--- config.mk ---
export PLATFORM = sky130hd
export DESIGN_NAME = zilla_hazard_stall_ctrl
export DESIGN_NICKNAME = d
export VERILOG_FILES = /design/src/rtl/zilla_hz_pkg.sv /design/src/rtl/zilla_mc_tail_cnt.sv /design/src/rtl/zilla_hazard_stall_ctrl.sv
export SDC_FILE = /design/constraint.sdc
export NUM_CORES = 1
export LEC_CHECK = 0
export CAP_MARGIN = 20
export CELL_PAD_IN_SITES_DETAIL_PLACEMENT = 1
export CELL_PAD_IN_SITES_GLOBAL_PLACEMENT = 1
export CORE_ASPECT_RATIO = 1.5
export CORE_UTILIZATION = 38
export DETAILED_ROUTE_END_ITERATION = 10
export GPL_TIMING_DRIVEN = 1
export PLACE_DENSITY = 0.86
export SLEW_MARGIN = 0
export SYNTH_ARGS = -nofsm -noshare
export SYNTH_HDL_FRONTEND = slang
export SYNTH_SLANG_ARGS = --single-unit
--- constraint.sdc ---
create_clock -name ld_hz_ctrl_clk -period 4.3 [get_ports ld_hz_ctrl_clk]
set_clock_uncertainty 0.2 [all_clocks]
set_input_delay 1.29 -clock ld_hz_ctrl_clk [delete_from_list [all_inputs] [get_ports ld_hz_ctrl_clk]]
set_output_delay 1.29 -clock ld_hz_ctrl_clk [all_outputs]
set_load 0.05 [all_outputs]
--- src/rtl/zilla_hz_pkg.sv ---
// Shared constants for the hazard/stall controller: stall-cause bit positions,
// multi-cycle unit indices and the tail counter width.
package zilla_hz_pkg;

    localparam int CAUSE_LD   = 0;
    localparam int CAUSE_MC   = 1;
    localparam int CAUSE_MEM  = 2;
    localparam int NUM_CAUSES = 3;

    localparam int MC_MUL = 0;
    localparam int MC_DIV = 1;
    localparam int MC_REM = 2;

    localparam int TAIL_CNT_W = 3;

    typedef logic [TAIL_CNT_W-1:0] tail_cnt_t;

endpackage

--- src/rtl/zilla_mc_tail_cnt.sv ---
// Per-unit stall hold for a multi-cycle execution unit: stalls while the unit is
// valid/busy and for MC_TAIL further cycles after it goes quiet.
module zilla_mc_tail_cnt
    import zilla_hz_pkg::*;
#(
    parameter int MC_TAIL = 2
) (
    input  logic ld_hz_ctrl_clk,
    input  logic ld_hz_ctrl_rst,
    input  logic wdt_reset_i,
    input  logic mc_valid_i,
    input  logic mc_busy_i,
    output logic mc_hz
);

    tail_cnt_t tail_cnt;
    logic      active;

    assign active = mc_valid_i | mc_busy_i;

    // Activity reloads rather than adds, so back-to-back results never stretch the tail.
    always_ff @(posedge ld_hz_ctrl_clk or negedge ld_hz_ctrl_rst) begin
        if (!ld_hz_ctrl_rst) begin
            tail_cnt <= '0;
        end else if (wdt_reset_i) begin
            tail_cnt <= '0;
        end else if (active) begin
            tail_cnt <= TAIL_CNT_W'(MC_TAIL);
        end else if (tail_cnt != '0) begin
            tail_cnt <= tail_cnt - TAIL_CNT_W'(1);
        end
    end

    assign mc_hz = active | (tail_cnt != '0);

endmodule

--- src/rtl/zilla_hazard_stall_ctrl.sv ---
// Load-use / multi-cycle / memory back-pressure stall controller with a
// pending-load scoreboard, registered cause flags and a saturating stall counter.
module zilla_hazard_stall_ctrl
    import zilla_hz_pkg::*;
#(
    parameter int GPR_ADDR_WIDTH = 5,
    parameter int LD_USE_LAT     = 1,
    parameter int NUM_MC_UNITS   = 3,
    parameter int MC_TAIL        = 2,
    parameter int CNT_WIDTH      = 16
) (
    input  logic                      ld_hz_ctrl_clk,
    input  logic                      ld_hz_ctrl_rst,
    input  logic                      wdt_reset_i,
    input  logic                      id_ex_mem_rd_en,
    input  logic [GPR_ADDR_WIDTH-1:0] id_ex_rd,
    input  logic [GPR_ADDR_WIDTH-1:0] if_id_rs1,
    input  logic [GPR_ADDR_WIDTH-1:0] if_id_rs2,
    input  logic [NUM_MC_UNITS-1:0]   mc_valid_i,
    input  logic [NUM_MC_UNITS-1:0]   mc_busy_i,
    input  logic                      mem_stall_i,
    output logic                      stall_en,
    output logic                      stall_pipeline,
    output logic [NUM_CAUSES-1:0]     stall_cause,
    output logic [CNT_WIDTH-1:0]      stall_cnt,
    input  logic                      clr_cnt_i
);

    logic                    ld0_vld;
    logic                    ld0_hz;
    logic                    sb_hz;
    logic                    load_use_hz;
    logic [NUM_MC_UNITS-1:0] mc_hz;
    logic                    mc_hz_any;
    logic [NUM_CAUSES-1:0]   cause_nxt;

    // x0 loads are never recorded, so rs==0 can never match.
    assign ld0_vld = id_ex_mem_rd_en && (id_ex_rd != '0);
    assign ld0_hz  = ld0_vld && ((id_ex_rd == if_id_rs1) || (id_ex_rd == if_id_rs2));

    generate
        if (LD_USE_LAT > 1) begin : g_sb
            localparam int DEPTH = LD_USE_LAT - 1;

            logic [DEPTH-1:0]          sb_vld;
            logic [GPR_ADDR_WIDTH-1:0] sb_rd [DEPTH];

            // The load keeps moving down the pipe even while ID is held.
            always_ff @(posedge ld_hz_ctrl_clk or negedge ld_hz_ctrl_rst) begin
                if (!ld_hz_ctrl_rst) begin
                    sb_vld <= '0;
                    for (int k = 0; k < DEPTH; k++) sb_rd[k] <= '0;
                end else if (wdt_reset_i) begin
                    sb_vld <= '0;
                end else begin
                    sb_vld[0] <= ld0_vld;
                    sb_rd[0]  <= id_ex_rd;
                    for (int k = 1; k < DEPTH; k++) begin
                        sb_vld[k] <= sb_vld[k-1];
                        sb_rd[k]  <= sb_rd[k-1];
                    end
                end
            end

            always_comb begin
                sb_hz = 1'b0;
                for (int k = 0; k < DEPTH; k++) begin
                    if (sb_vld[k] && ((sb_rd[k] == if_id_rs1) || (sb_rd[k] == if_id_rs2))) begin
                        sb_hz = 1'b1;
                    end
                end
            end
        end else begin : g_no_sb
            assign sb_hz = 1'b0;
        end
    endgenerate

    assign load_use_hz = ld0_hz | sb_hz;

    generate
        for (genvar i = 0; i < NUM_MC_UNITS; i++) begin : g_mc
            zilla_mc_tail_cnt #(
                .MC_TAIL (MC_TAIL)
            ) u_tail (
                .ld_hz_ctrl_clk (ld_hz_ctrl_clk),
                .ld_hz_ctrl_rst (ld_hz_ctrl_rst),
                .wdt_reset_i    (wdt_reset_i),
                .mc_valid_i     (mc_valid_i[i]),
                .mc_busy_i      (mc_busy_i[i]),
                .mc_hz          (mc_hz[i])
            );
        end
    endgenerate

    assign mc_hz_any = |mc_hz;
    assign stall_en  = !wdt_reset_i & (mem_stall_i | mc_hz_any | load_use_hz);

    always_comb begin
        cause_nxt            = '0;
        cause_nxt[CAUSE_LD]  = load_use_hz;
        cause_nxt[CAUSE_MC]  = mc_hz_any;
        cause_nxt[CAUSE_MEM] = mem_stall_i;
    end

    always_ff @(posedge ld_hz_ctrl_clk or negedge ld_hz_ctrl_rst) begin
        if (!ld_hz_ctrl_rst) begin
            stall_pipeline <= 1'b0;
            stall_cause    <= '0;
            stall_cnt      <= '0;
        end else if (wdt_reset_i) begin
            stall_pipeline <= 1'b0;
            stall_cause    <= '0;
            stall_cnt      <= '0;
        end else begin
            stall_pipeline <= stall_en;
            stall_cause    <= cause_nxt;
            if (clr_cnt_i) begin
                stall_cnt <= '0;
            end else if (stall_en && (stall_cnt != '1)) begin
                stall_cnt <= stall_cnt + CNT_WIDTH'(1);
            end
        end
    end

endmodule

==> results of run 1 <==
power groups by stage:
stage | registers (mW) | logic [mW] | clock network (mW)
CTS | 0.282 | 0.119 | 0.225
finish | 0.282 | 0.119 | 0.222
detailed placement | 0.287 | 0.115 | 0
floorplan | 0.295 | 0.0493 | 0
global route | 0.283 | 0.131 | 0.240
global placement | 0.287 | 0.110 | 0
how the worst min path moves through the flow:
stage,from,endpoint,slack [ns],depth (start not counted)
global placement,stall_cnt[12]$_DFFE_PN0P_,stall_cnt[12]$_DFFE_PN0P_,0.36,2
detailed placement,stall_cnt[12]$_DFFE_PN0P_,stall_cnt[12]$_DFFE_PN0P_,0.37,2
CTS,stall_cnt[12]$_DFFE_PN0P_,stall_cnt[12]$_DFFE_PN0P_,0.38,2
floorplan,g_mc[1].u_tail.tail_cnt[0]$_DFFE_PN0P_,g_mc[1].u_tail.tail_cnt[0]$_DFFE_PN0P_,0.35,2
finish,stall_cnt[12]$_DFFE_PN0P_,stall_cnt[12]$_DFFE_PN0P_,0.37,2
global route,stall_cnt[12]$_DFFE_PN0P_,stall_cnt[12]$_DFFE_PN0P_,0.41,2
synth_stat cells:
| library cell | count |
|---|---|
| nand4_1 | 5 |
| inv_1 | 10 |
| nor3_1 | 5 |
| nand2_1 | 11 |
| and3_4 | 1 |
| a31oi_1 | 1 |
| o311ai_0 | 2 |
| buf_4 | 1 |
| or4_1 | 7 |
| mux2_2 | 2 |
| or2_2 | 1 |
| clkbuf_1 | 3 |
| o31ai_1 | 5 |
| o21ai_0 | 3 |
| o41ai_1 | 2 |
| nor4_1 | 7 |
| mux2i_1 | 5 |
| o22a_2 | 1 |
| and3_1 | 2 |
| buf_6 | 1 |
| nor3_2 | 2 |
| a21oi_1 | 14 |
| nor4bb_1 | 2 |
| ha_1 | 7 |
| and2_1 | 1 |
| and4_1 | 2 |
| a41o_1 | 1 |
| or3_1 | 6 |
| nand3_1 | 8 |
| and4_4 | 1 |
| nor2b_1 | 3 |
| a22oi_1 | 1 |
| nor2_1 | 13 |
| xor2_1 | 13 |
| and2_4 | 1 |
| buf_2 | 2 |
| dfrtp_1 | 29 |
cells in the final DEF (no fill, tap or decap), types with 2 or more instances in the layout:
master	netlist	routed
buf_4	1	12
xor2_1	13	13
nand3_1	8	8
mux2i_1	5	5
ha_1	7	7
o21ai_0	3	2
mux2_2	2	2
dfrtp_1	29	29
and3_1	2	2
nor4_1	7	7
and4_1	2	2
nor2_1	13	13
or3_1	6	6
dlygate4sd2_1	0	3
o41ai_1	2	2
nor3_1	5	5
nor2b_1	3	3
nand2_1	11	11
clkdlybuf4s50_1	0	39
inv_1	10	9
or4_1	7	6
dlymetal6s2s_1	0	4
clkinv_2	0	2
a21oi_1	14	14
nor3_2	2	2
o311ai_0	2	2
o31ai_1	5	5
nand4_1	5	5
clkbuf_8	0	5
metrics by stage:
stage / worst slack (ns) / TNS [ns] / power, mW / hold slack, ns / cells
after CTS: 0.0220 / 0 / 0.626 / 0.379 / 286
after floorplan: 0.261 / 0 / 0.344 / 0.355 / 181
final: 0.143 / 0 / 0.623 / 0.374 / 287
after detailed placement: -0.181 / -0.181 / 0.402 / 0.368 / 277
after global routing: 0.0692 / 0 / 0.653 / 0.413 / 287
after global placement: -0.0635 / -0.0635 / 0.397 / 0.355 / 277
cell families (layout without fill, tap and decap cells):
group / Yosys count / count (layout) / synth area share, %
fa+ha+maj: 7 / 7 / 5.09
compound gates: 30 / 30 / 11.1
flops: 29 / 29 / 42.2
buf+inv: 17 / 77 / 4.51
mux: 7 / 7 / 4.22
xor+xnor: 13 / 13 / 6.61
simple gates: 78 / 78 / 26.3
per-layer routing:
metal	wire [um]	vias up	track usage, %
met5	0	-	0
met4	87	0	8.20
met3	190	11	4.93
met2	2880	35	42.5
met1	2010	824	25.3
li1	-	780	-
tightest hold or removal path: cells and delay by family (launching register included):
kind | cells | cell delay, ns
AOI/OAI and AO/OA | 2 | 0.14
DFF | 1 | 0.40
area by class of cell:
cell class | instances | share of cell area [%]
Clock buffer | 6 | 3.00
Clock inverter | 2 | 0.414
Inverter | 10 | 1.55
Multi-Input combinational cell | 135 | 39.0
Sequential cell | 29 | 30.0
Tap cell | 46 | 2.38
Timing Repair Buffer | 59 | 23.6
registers in the layout, indices dropped and copies added, names as in the netlist:
register / flops
stall_pipeline: 1
g_mc.u_tail.tail_cnt: 9
stall_cnt: 16
stall_cause: 3
what timing repair did:
| action | CTS | global route |
|---|---|---|
| gates resized for setup | 11 | 5 |
| setup endpoints to repair | 1 | 1 |
| buffers inserted | 1 | 1 |
| pin swaps | 3 | 8 |
| gates cloned | 0 | 0 |
==> flow_metrics.tcl, run 1 <==
set metrics [dict create \
    drtIter0Drc 38 \
    root_buffer "clkbuf_8" \
    setup_viol 0 \
    ctsHoldBuffers 0 \
    critPathBufInv 3 \
    synth.largest_area_cell "dfrtp_1" \
    worstSetupStartpointType "input port" \
    synth_area_mm2 0.00172 \
    worstPathArrival_ns 2.67 \
    setup.worst_path.start "if_id_rs1[2]" \
    tightest_slew_ns 0.619 \
    worst-path-max-fanout 2 \
    final_area_mm2 0.00242 \
    numCtsBuffers 5 \
    grt_max_degree 30 \
    fin_util_pct 56.5 \
    fin_nets 274 \
    hp-class "flip-flop to flip-flop" \
    clockPowerShare_pct 35.6 \
    worstReg2RegStart "g_mc[2].u_tail.tail_cnt[0]$_DFFE_PN0P_" \
    cp_data_required_time_ns 2.81 \
    worstSetupEndpoint "stall_en" \
    drc 10 \
    clk_path_buf_depth 2 \
    yosys_warnings 0 \
    cts_tree "yes" \
    maxCapViolCount 0 \
    path_cells "clkdlybuf4s50_1, xor2_1, nor3_2, a22oi_2, o22a_2, inv_2, buf_8" \
    vdd_drop_max_mv 0.130 \
    sequentialPowerShare_pct 45.3 \
    avgSynthCellArea_um2 9.51 \
    die_area_mm2 0.00481 \
    via_per_inst 5.75 \
    ctsHtreeMaxLevel 2 \
    grt_pass1_wl_um 8540 \
    boundaryPins 48 \
    clk_latency_ns 0.29 \
    regArea_um2 726 \
    start_util_pct 40.2 \
    outcome "complete, but fails checks" \
    grt_overflow 0 \
    drive_above_1_share_pct 14.1 \
    power_density_mw_per_mm2 257 \
    reg2reg_depth 13 \
    dieWidth_um 57.0 \
    critPathMaxStageDelay_ns 0.42 \
    port_buffers 47 \
    synth_top_area_share_pct 42.2 \
    grt_pass1_vias 1811 \
    fmax_ghz 0.241 \
    cts.sinks 29 \
    rsz0062_at_grt "no" \
    p_leak_nw 1.03 \
    rows 29 \
    min_period_ns 4.16 \
    routed_wl_um 5170 \
    diodes 0 \
    fin_crit_sh_pct 96.7 \
    track_usage_pct 23.0 \
    p_comb_share_pct 19.1 \
    ys_ff_latch 29 \
    end_kind "primary output" \
    worstReg2RegEnd "stall_cnt[6]$_DFFE_PN0P_" \
    routabilityCongestion 0.775 \
    vias 1650 \
    p_int_uw 447 \
    critPathKind "input port to primary output" \
    swShare_pct 28.2 \
    nFillCells 500 \
    max-slew-margin-rel_pct 58.6 \
    yosys.cell_types.count 37 \
    multi_input_area_um2 945 \
    dr.pass1.iters 7 \
    hold_viol 0 \
    antenna_found_initial 0 \
    place_hpwl_um 3710 \
    crit_family "buffers and inverters" \
    reg2reg_slack_ns 1.52 \
    synth_area_leaders "dfrtp_1, xor2_1, ha_1" \
    syn_inst 181 \
    antenna_left 0 \
    synth_nets 215 \
    slew_viol_final 0 \
    failed_checks "design-rule violations" \
    placed_area_mm2 0.00228 \
    core_mm2 0.00428 \
    post_drt_wl_per_cell_um 18.0 \
    path_clk_slew_ns 0.06 \
    yosysSeqAreaShare_pct 42.2 \
    syn_to_final_growth_pct 40.6 \
    critPathSlowestCell "clkdlybuf4s50_1" \
    die_y_um 84.4 \
    p_switching_uw 176 \
    path_depth 7 \
]
(Power assumes the default switching activity.)
==> run 2, diff against run 1 <==
--- a/config.mk
+++ b/config.mk
@@ -9,10 +9,10 @@
 export CELL_PAD_IN_SITES_DETAIL_PLACEMENT = 1
 export CELL_PAD_IN_SITES_GLOBAL_PLACEMENT = 1
 export CORE_ASPECT_RATIO = 1.5
-export CORE_UTILIZATION = 38
+export CORE_UTILIZATION = 32
 export DETAILED_ROUTE_END_ITERATION = 10
 export GPL_TIMING_DRIVEN = 1
-export PLACE_DENSITY = 0.86
+export PLACE_DENSITY = 0.77
 export SLEW_MARGIN = 0
 export SYNTH_ARGS = -nofsm -noshare
 export SYNTH_HDL_FRONTEND = slang
==> constraint.sdc (replaced) <==
create_clock -name ld_hz_ctrl_clk -period 3.7 [get_ports ld_hz_ctrl_clk]
set_clock_uncertainty 0.2 [all_clocks]
set_input_delay 1.11 -clock ld_hz_ctrl_clk [delete_from_list [all_inputs] [get_ports ld_hz_ctrl_clk]]
set_output_delay 1.11 -clock ld_hz_ctrl_clk [all_outputs]
set_load 0.05 [all_outputs]
==> flow_metrics.tcl, run 2 (synthesis gave the netlist of run 1 again) <==
set metrics [dict create \
    p_leak_nw 1.17 \
    drc 0 \
    hp-class "flip-flop to flip-flop" \
    syn_to_final_growth_pct 54.6 \
    holdWs_ns 0.390 \
    min-delay-start "stall_cnt[13]$_DFFE_PN0P_" \
    dr.pass1.iters 4 \
    placed_area_mm2 0.00235 \
    power_density_mw_per_mm2 335 \
    reg_top3 "stall_cnt x16, g_mc.u_tail.tail_cnt x9, stall_cause x3" \
    boundaryPins 48 \
    critPathBufInv 15 \
    drtIter0Drc 58 \
    hold_path_end "stall_cnt[13]$_DFFE_PN0P_" \
    cp_data_required_time_ns 3.72 \
    numCtsBuffers 5 \
    reg2reg_slack_ns 0.93 \
    path_cells "dlygate4sd2_1, xor2_1, nor3_2, a22oi_2, buf_4, buf_4, buf_4, buf_4, buf_4, buf_4, buf_4, buf_4, buf_4, buf_4, buf_4, buf_4, buf_4, buf_4, nor2_4" \
    critPathSlowestCell "dlygate4sd2_1" \
    port_buffers 47 \
    worstReg2RegStart "g_mc[0].u_tail.tail_cnt[0]$_DFFE_PN0P_" \
    path_clk_slew_ns 0.08 \
    final_cell_mix "buf_4, dfrtp_1, clkdlybuf4s50_1" \
    hold_viol 0 \
    worstReg2RegEnd "stall_cnt[14]$_DFFE_PN0P_" \
    routabilityCongestion 0.754 \
    pre_cts_slack_ns -0.371 \
    stdcell_count 330 \
    crit_family "buffers and inverters" \
    tightest_slew_ns 0.635 \
    cts.sinks 29 \
    holdPathStages 2 \
    end_kind "flip-flop" \
    reg2reg_depth 11 \
    nFillCells 590 \
    place_hpwl_um 3600 \
    fin_util_pct 51.5 \
    worstPathArrival_ns 3.69 \
    track_usage_pct 21.8 \
    die_y_um 91.8 \
    critPathKind "input port to flip-flop" \
    setup_viol 0 \
    final_common_cell "buf_4" \
    critPathMostFrequentCell "buf_4" \
    ctsHoldBuffers 0 \
    grt_max_degree 30 \
    clk_latency_ns 0.29 \
    start_util_pct 33.3 \
    outcome "finished, final reports clean" \
    antenna_found_initial 0 \
    post_drt_wl_per_cell_um 17.4 \
    layout_setup_ws_ns 0.0379 \
    dp.cells 304 \
    root_buffer "clkbuf_8" \
    diodes 0 \
    via_per_inst 5.24 \
    core_mm2 0.00516 \
    grt_pass1_vias 1834 \
    vdd_drop_max_mv 0.197 \
    dieWidth_um 61.9 \
    fin_nets 295 \
    slew_viol_final 0 \
    tns_ns 0 \
    clk_path_buf_depth 2 \
    critPathMaxStageDelay_ns 0.26 \
    fmax_ghz 0.273 \
    min_period_ns 3.66 \
    routed_wl_um 5740 \
    final_area_mm2 0.00266 \
    grt_pass1_wl_um 9030 \
    grt_overflow 0 \
    antenna_left 0 \
    drive_above_1_share_pct 27.1 \
    max-slew-margin-rel_pct 57.7 \
    die_area_mm2 0.00568 \
    ctsHtreeMaxLevel 2 \
    largest-register "stall_cnt" \
    worst-path-max-fanout 2 \
    total_power_uw 892 \
    vias 1730 \
    maxCapViolCount 0 \
    rows 32 \
    cts_tree "yes" \
    fin_crit_sh_pct 99.0 \
    worstSetupStartpointType "input port" \
    largest_reg_flops 16 \
]
## run 2: worst reg2reg max path, cell delays in order, from the launching register on
cell and delay [ns]:
dfrtp_1 0.37, inv_1 0.05, ha_1 0.19, ha_1 0.25
nor4bb_2 0.20, nand4_1 0.12, nor2_1 0.07, o22a_2 0.20
buf_4 0.14, buf_4 0.20, or4_1 0.53, a21oi_1 0.16
## run 2: area by class of cell
type	instances	area (um2)	share of cell area, %
Multi-Input combinational cell	135	985	37.0
Sequential cell	29	726	27.3
Timing Repair Buffer	80	694	26.1
Tap cell	68	85.1	3.20
Clock buffer	5	68.8	2.59
Clock inverter	3	65.1	2.44
Inverter	10	37.5	1.41
## run 2: repair_timing
item                                    CTS  global route
resized for setup                        33            25
pin swaps                                16            14
buffers inserted                         16             2
endpoints found under the setup margin    1             2
## run 2: how the worst max path moves through the flow
| stage | startpoint | end | slack, ns | cells after the start |
|---|---|---|---|---|
| after floorplan | id_ex_rd[1] | stall_en | 0.02 | 5 |
| after global placement | id_ex_rd[3] | stall_en | -0.34 | 6 |
| after CTS | if_id_rs2[2] | stall_en | 0.003 | 7 |
| after global routing | if_id_rs2[1] | stall_cause[0]$_DFF_PN0_ | -0.02 | 19 |
| after detailed placement | id_ex_rd[3] | stall_en | -0.37 | 6 |
| final | if_id_rs2[1] | stall_cause[0]$_DFF_PN0_ | 0.04 | 19 |
## run 2: routing by layer
| layer | share of wire (%) | track usage (%) |
|---|---|---|
| met2 | 56 | 40.3 |
| met3 | 3.3 | 4.80 |
| met1 | 38 | 23.4 |
| met5 | 0 | 0 |
| met4 | 2.9 | 6.48 |
## run 2: where the power goes
part	total (mW)	internal [mW]	switching, mW
Combinational	0.161	0.0768	0.0838
Sequential	0.328	0.324	0.00413
Clock	0.403	0.268	0.136
==> run 3, diff against run 2 <==
--- a/config.mk
+++ b/config.mk
@@ -9,6 +9,7 @@
 export CELL_PAD_IN_SITES_DETAIL_PLACEMENT = 1
 export CELL_PAD_IN_SITES_GLOBAL_PLACEMENT = 1
 export CORE_ASPECT_RATIO = 1.5
+export CORE_MARGIN = 1.5
 export CORE_UTILIZATION = 32
 export DETAILED_ROUTE_END_ITERATION = 10
 export GPL_TIMING_DRIVEN = 1
==> flow_metrics.tcl, run 3 (synthesis gave the netlist of run 1 again) <==
set metrics [dict create \
    ctsHtreeMaxLevel 2 \
    power_density_mw_per_mm2 291 \
    grt_pass1_vias 1865 \
    track_usage_pct 18.9 \
    grt_overflow 0 \
    ctsHoldBuffers 0 \
    critPathSlowestCell "or4_4" \
    root_buffer "clkbuf_8" \
    cts.sinks 29 \
    reg_top3 "stall_cnt x16, g_mc.u_tail.tail_cnt x9, stall_cause x3" \
    clk_latency_ns 0.28 \
    start_util_pct 33.3 \
    slew_viol_final 0 \
    hp-class "flip-flop to flip-flop" \
    worst-path-max-fanout 2 \
    drc 0 \
    dieWidth_um 62.9 \
    vdd_drop_max_mv 0.161 \
    largest_reg_flops 16 \
    diodes 0 \
    worstPathArrival_ns 2.37 \
    setup_viol 0 \
    min_period_ns 3.68 \
    grt_max_degree 30 \
    rows 32 \
    p_leak_nw 1.12 \
    max-slew-margin-rel_pct 57.1 \
    hold_viol 0 \
    fin_nets 283 \
    die_y_um 92.8 \
    boundaryPins 48 \
    setup.worst_path.start "id_ex_rd[2]" \
    antenna_left 0 \
    reg2reg_slack_ns 1.09 \
    final_common_cell "dfrtp_1" \
    critPathKind "input port to primary output" \
    worstReg2RegStart "g_mc[0].u_tail.tail_cnt[0]$_DFFE_PN0P_" \
    drtIter0Drc 25 \
    post_drt_wl_per_cell_um 16.4 \
    fmax_ghz 0.272 \
    path_cells "clkdlybuf4s15_1, or4_4, o21ai_4, o22a_2, inv_2, buf_8" \
    port_buffers 47 \
    maxCapViolCount 0 \
    place_hpwl_um 3800 \
    min-delay-start "stall_cnt[12]$_DFFE_PN0P_" \
    total_power_uw 735 \
    via_per_inst 5.37 \
    clk_path_buf_depth 2 \
    crit_family "simple AND/OR/NAND/NOR gates" \
    cp_data_required_time_ns 2.39 \
    vias 1701 \
    cts_tree "yes" \
    final_cell_mix "dfrtp_1, clkdlybuf4s50_1, buf_4" \
    largest-register "stall_cnt" \
    critPathBufInv 3 \
    drive_above_1_share_pct 19.7 \
    hold_path_end "stall_cnt[12]$_DFFE_PN0P_" \
    critPathMaxStageDelay_ns 0.54 \
    worstReg2RegEnd "stall_cnt[13]$_DFFE_PN0P_" \
    placed_area_mm2 0.00236 \
    numCtsBuffers 5 \
    antenna_found_initial 0 \
    reg2reg_depth 10 \
    worstSetupStartpointType "input port" \
    fin_crit_sh_pct 99.4 \
    end_kind "primary output" \
    dr.pass1.iters 4 \
    path_clk_slew_ns 0.06 \
    core_mm2 0.00516 \
    syn_to_final_growth_pct 46.7 \
    holdPathStages 2 \
    outcome "finished, final reports clean" \
    die_area_mm2 0.00584 \
    grt_pass1_wl_um 8620 \
    routabilityCongestion 0.765 \
    final_area_mm2 0.00252 \
    routed_wl_um 5210 \
    tightest_slew_ns 0.644 \
]
[run 3: stage by stage]
step | TNS, ns | setup slack (ns) | util (%) | hold slack [ns] | cells
detailed placement | -0.337 | -0.337 | 45.7 | 0.382 | 306
CTS | 0 | 0.00310 | 47.8 | 0.396 | 313
floorplan | 0 | 0.0208 | - | 0.355 | 181
global placement | -0.339 | -0.339 | 45.7 | 0.370 | 306
finish | 0 | 0.0226 | 48.9 | 0.386 | 317
global route | -0.00886 | -0.00886 | 48.9 | 0.409 | 317
[run 3: worst max path at each step]
stage          endpoint  slack, ns  cells after the start
3_5_place_dp   stall_en      -0.34                      6
6_report       stall_en       0.02                      6
5_1_grt        stall_en     -0.009                      8
3_3_place_gp   stall_en      -0.34                      6
4_1_cts        stall_en      0.003                      6
2_1_floorplan  stall_en       0.02                      5
[run 3: metal layers]
layer	global-route usage, %	up-vias	share of wire (%)	wire, um
li1	-	808	-	-
met1	19.3	856	38	1960
met2	36.8	31	59	3060
met3	3.65	6	2.1	108
met4	7.59	0	1.6	85
met5	0	-	0	0
[run 3: layout make-up]
| type | count | area (um2) |
|---|---|---|
| fillers | 599 | 2640 |
| multi-input cells | 135 | 957 |
| flip-flops and latches | 29 | 726 |
| repair buffers | 68 | 633 |
| clock buffers | 7 | 86.3 |
| well taps | 68 | 85.1 |
| inverters | 10 | 37.5 |
[run 3: repair_timing]
action,CTS,global route
endpoints found under the hold margin,0,0
resized for setup,27,17
setup buffers,0,4
pin swaps,14,15
setup endpoints to repair,1,1
[run 3: tightest hold or removal path, cell delays in order, from the launching register on]
cell,delay (ns)
dfrtp_1,0.41
o31ai_1,0.08
a21oi_1,0.06
[run 3: report_power, final]
| part | switching (mW) | total, mW | internal [mW] | leakage, nW |
|---|---|---|---|---|
| combinational | 0.0749 | 0.143 | 0.0678 | 0.679 |
| clock | 0.117 | 0.264 | 0.147 | 0.0443 |
| sequential | 0.00392 | 0.328 | 0.324 | 0.392 |
